### config.mk
export PLATFORM = sky130hd
export DESIGN_NAME = dpram_rd_check
export DESIGN_NICKNAME = d
export VERILOG_FILES = /design/src/rtl/dpram_rd_check.sv
export SDC_FILE = /design/constraint.sdc
export NUM_CORES = 1
export LEC_CHECK = 0
export CORE_MARGIN = 5
export CORE_UTILIZATION = 50
export DETAILED_ROUTE_END_ITERATION = 8
export PLACE_DENSITY = 0.75
export RECOVER_POWER = 50
export SYNTH_ARGS = -nofsm -noshare
export SYNTH_HDL_FRONTEND = slang
export SYNTH_SLANG_ARGS = --single-unit
### constraint.sdc
create_clock -name sys_clk -period 2.2 [get_ports sys_clk]
set_input_delay 0.22 -clock sys_clk [delete_from_list [all_inputs] [get_ports sys_clk]]
set_output_delay 0.22 -clock sys_clk [all_outputs]
set_load 0.02 [all_outputs]
### src/rtl/dpram_rd_check.sv
// Port-B read sweeper for the dual-port RAM demo: reads every address once after the
// writer finishes, checks each word against (addr + SEED), and reports errors and pass/fail.
module dpram_rd_check #(
  parameter int ADDR_W = 8,
  parameter int DATA_W = 8,
  parameter int DEPTH  = 256,
  parameter int RD_LAT = 1,
  parameter int SEED   = 0
) (
  input  logic              sys_clk,
  input  logic              sys_rst,
  input  logic              wr_done,
  output logic              rd_en,
  output logic [ADDR_W-1:0] rd_addr,
  input  logic [DATA_W-1:0] rd_data,
  output logic              busy,
  output logic              done,
  output logic              pass,
  output logic [ADDR_W:0]   err_cnt,
  output logic [ADDR_W-1:0] first_err_addr
);

  typedef enum logic [1:0] {IDLE, READ, DRAIN, FIN} state_e;

  localparam logic [ADDR_W-1:0] LAST_ADDR  = ADDR_W'(DEPTH - 1);
  localparam logic [1:0]        DRAIN_LAST = 2'(RD_LAT - 1);

  state_e              state_q;
  logic                rd_en_q;
  logic [ADDR_W-1:0]   rd_addr_q;
  logic                busy_q;
  logic                done_q;
  logic                pass_q;
  logic [1:0]          drain_q;
  logic [ADDR_W:0]     err_cnt_q, err_cnt_d;
  logic [ADDR_W-1:0]   first_err_q, first_err_d;
  logic [RD_LAT-1:0]   vld_q;
  logic [ADDR_W-1:0]   addr_pipe_q [RD_LAT];

  logic                start;
  logic                cmp_valid;
  logic [ADDR_W-1:0]   cmp_addr;
  logic [DATA_W-1:0]   exp_word;
  logic                mismatch;

  assign start = (state_q == IDLE) && wr_done;

  // NOTE: registers update with <= so every flop samples pre-edge values, independent of statement order.
  always_ff @(posedge sys_clk) begin
    if (sys_rst) begin
      state_q   <= IDLE;
      rd_en_q   <= 1'b0;
      rd_addr_q <= '0;
      busy_q    <= 1'b0;
      done_q    <= 1'b0;
      pass_q    <= 1'b0;
      drain_q   <= '0;
    end else begin
      done_q <= 1'b0;
      unique case (state_q)
        IDLE: begin
          if (wr_done) begin
            state_q   <= READ;
            rd_en_q   <= 1'b1;
            rd_addr_q <= '0;
            busy_q    <= 1'b1;
            pass_q    <= 1'b0;
          end
        end
        READ: begin
          if (rd_addr_q == LAST_ADDR) begin
            rd_en_q <= 1'b0;
            drain_q <= DRAIN_LAST;
            state_q <= DRAIN;
          end else begin
            rd_addr_q <= rd_addr_q + ADDR_W'(1);
          end
        end
        DRAIN: begin
          if (drain_q == 2'd0) begin
            state_q <= FIN;
            done_q  <= 1'b1;
          end else begin
            drain_q <= drain_q - 2'd1;
          end
        end
        FIN: begin
          // The last compare closed in the previous cycle, so err_cnt_q is final here.
          state_q <= IDLE;
          busy_q  <= 1'b0;
          pass_q  <= (err_cnt_q == '0);
        end
        default: state_q <= IDLE;
      endcase
    end
  end

  // Valid bits follow each issued read through the RAM latency and are cleared by reset.
  always_ff @(posedge sys_clk) begin
    if (sys_rst) begin
      vld_q <= '0;
    end else begin
      for (int i = RD_LAT - 1; i > 0; i--) vld_q[i] <= vld_q[i-1];
      vld_q[0] <= rd_en_q;
    end
  end

  // NOTE: the address delay line has no reset; its contents are ignored unless the matching valid bit is set.
  always_ff @(posedge sys_clk) begin
    for (int i = RD_LAT - 1; i > 0; i--) addr_pipe_q[i] <= addr_pipe_q[i-1];
    addr_pipe_q[0] <= rd_addr_q;
  end

  assign cmp_valid = vld_q[RD_LAT-1];
  assign cmp_addr  = addr_pipe_q[RD_LAT-1];
  assign exp_word  = DATA_W'(cmp_addr) + DATA_W'(SEED);
  assign mismatch  = cmp_valid && (rd_data != exp_word);

  // NOTE: every always_comb output gets a default first so no path leaves it unassigned (no latch).
  always_comb begin
    err_cnt_d   = err_cnt_q;
    first_err_d = first_err_q;
    if (start) begin
      err_cnt_d   = '0;
      first_err_d = '0;
    end else if (mismatch) begin
      if (err_cnt_q != '1) err_cnt_d = err_cnt_q + (ADDR_W+1)'(1);
      if (err_cnt_q == '0) first_err_d = cmp_addr;
    end
  end

  always_ff @(posedge sys_clk) begin
    if (sys_rst) begin
      err_cnt_q   <= '0;
      first_err_q <= '0;
    end else begin
      err_cnt_q   <= err_cnt_d;
      first_err_q <= first_err_d;
    end
  end

  assign rd_en          = rd_en_q;
  assign rd_addr        = rd_addr_q;
  assign busy           = busy_q;
  assign done           = done_q;
  assign pass           = pass_q;
  assign err_cnt        = err_cnt_q;
  assign first_err_addr = first_err_q;

endmodule

==> impl_metrics.toml <==
[detailed_routing]
avgViaCountPerCell = 5.317
post_drt_wl_per_cell_um = 12.73
finalWirelength_um = 3896
drc = 0
ant_nets = 0
first_pass_iters = 4
drt_iter0_markers = 68
vias = 1627

[clocking]
post_cts_buffers = 0
cts_tree = "built"
clock_latency_ns = 0.29
cts-root-buf = "clkbuf_8"
h-tree-depth = 2
clockBufferDepth = 2
cts_resized = 0
cts_hold_buf = 0
clock-sinks = 42
clkTransAtPathRegs_ns = 0.07
cts_buffers = 5

[min_path]
worstHoldStart = "rd_addr[1]$_SDFFE_PP0P_"
holdCritPathClass = "reg -> reg"

[grt]
antenna_found_initial = 0
overflow = 0
grt_pass1_vias = 1523
grt_max_degree = 23
track_usage_pct = 16.65
grt_pass1_wl_um = 6844

[floorplanning]
die_h_um = 72.02
core_area_mm2 = 0.003689
ioPinCount = 40
die_width_um = 72.02
initial_utilization_pct = 52.14
row_count = 22
dieArea_mm2 = 0.005186

[timing]
fin_crit_ns = 1.944
worst_slew_pin_slew_ns = 0.7741
fin_setup_tns_ns = 0
finalHoldViolCount = 0
setup_viol = 0
slew_violations = 0
slew_headroom_pct = 48.40
finalCritPeriodShare_pct = 88.36
max_freq_mhz = 514.4
rsz0062_at_grt = "false"
worst_clock_skew_ns = 0.007082

[flow_run]
drv_cap = 0

[worst_setup_path]
cp_max_fo = 17
cp_num_buf_inv = 0
crit_required_ns = 2.42
crit_start = "err_cnt[1]$_SDFFE_PP0P_"
slowest_stage = "or4_1"
r2r_slack_ns = 0.26
slowest_delay_ns = 0.48
endpoint_kind = "register"
path_common_cell = "ha_1"
critPathKind = "reg -> reg"
arrival_ns = 2.16
r2r-start = "err_cnt[1]$_SDFFE_PP0P_"
path_cells = "ha_1, nand3_1, nor2_1, ha_1, and2b_1, o21ai_4, or4_1, a21oi_1"
cpLargestDelayFamily = "simple AND/OR/NAND/NOR gates"
start_kind = "register"

[synth]
synth_async_sr_flop_share_pct = 0
synth.net_count = 236
synthCells = 216
ys.flop_type = "dfxtp_1"
synth_edf_count = 0
yosysSeqAreaShare_pct = 43.72
ys_types = 42
synth_area_mm2 = 0.001923
syn_area_per_cell_um2 = 8.903
synth-seq-cells = 42
synth_warnings = 0

[placed_design]
port_buffers = 39
place_congestion = 0.8060
place_hpwl_um = 2843

[pwr]
power.density_mw_per_mm2 = 894.8
p_leak_uw = 0.0009595
ir_worst_vdd_mv = 0.7017
totalPowerFinal_uw = 2190

[layout]
num_antenna_cells = 0
area_growth_pct = 27.26
final_cell_mix = "dfxtp_1, dlygate4sd3_1, nand2_1"
drive_gt1_share_pct = 7.752
final_common_cell = "dfxtp_1"
nNetsFinal = 277

[run_status]
status = "completed"
==> cell type report <==
type,count,area (um^2)
clock buffers,8,110.1
fillers,333,1241
inverters,8,30.03
multi-input cells,159,1005
flip-flops and latches,42,840.8
well taps,48,60.06
repair buffers,41,401.6
==> cell families after synthesis <==
family | synth area share, %
xor gates and xnor gates | 4.099
AOI/OAI and AO/OA | 17.24
adders and majority gates | 5.856
buffers and inverters | 3.644
and+or+nand+nor | 24.92
DFF | 43.72
muxes | 0.5205
==> final timing paths <==
| check | cells past startpoint | endpoint |
|---|---|---|
| max | 8 | err_cnt[7]$_SDFFE_PP0P_ |
| min | 0 | addr_pipe_q[0][1]$_DFF_P_ |
| max reg2reg | 8 | err_cnt[7]$_SDFFE_PP0P_ |
| min reg2reg | 0 | addr_pipe_q[0][1]$_DFF_P_ |
==> per-layer routing <==
layer | up-vias | track usage [%] | wire (um)
met5 | - | 0 | 0
met4 | 0 | 5.010 | 49
met3 | 6 | 5.125 | 174
met2 | 33 | 27.76 | 1829
met1 | 744 | 20.63 | 1842
li1 | 844 | - | -
==> cell usage after synthesis (2+ instances only) <==
cell	instances	area share, %
o211ai_1	2	0.78
and3_1	2	0.65
clkbuf_1	2	0.39
o21ai_0	15	3.9
nand4_1	3	0.98
buf_2	2	0.52
nand2b_1	2	0.65
dfxtp_1	42	44
nor3_1	4	1.0
nor4_1	3	0.98
nand4_2	3	2.0
a21oi_1	18	4.7
or2_2	2	0.65
a21o_1	4	1.6
nand2_1	23	4.5
inv_1	8	1.6
nor2_1	17	3.3
o21a_1	2	0.78
or3_1	2	0.65
or4_1	5	2.0
nand3_1	17	4.4
o31ai_1	2	0.78
xnor2_1	9	4.1
ha_1	9	5.9
==> report_power, final <==
part / switching [uW] / internal, uW / leakage (uW)
registers: 54.5 / 832 / 0.000340
logic: 441 / 300 / 0.000562
clock network: 245 / 317 / 0.0000575
==> metrics by stage <==
step / util, % / setup slack [ns] / area [um^2] / hold slack (ns) / instances
floorplan: - / 0.3322 / 1923 / 0.4319 / 216
global placement: 63.67 / 0.3204 / 2349 / 0.4101 / 298
detailed placement: 63.67 / 0.2763 / 2349 / 0.4009 / 298
CTS: 66.66 / 0.2444 / 2459 / 0.4228 / 306
global route: 66.35 / 0.09844 / 2447 / 0.4319 / 306
finish: 66.35 / 0.2561 / 2447 / 0.4189 / 306
==> flip-flops by register name, summed over array words and instances, names as in the netlist <==
register        flops
err_cnt             9
addr_pipe_q         8
first_err_addr      8
rd_addr             8
drain_q             2
state_q             2
busy                1
cmp_valid           1
done                1
pass                1
rd_en               1
No activity file was read; power rests on OpenSTA's default activity.
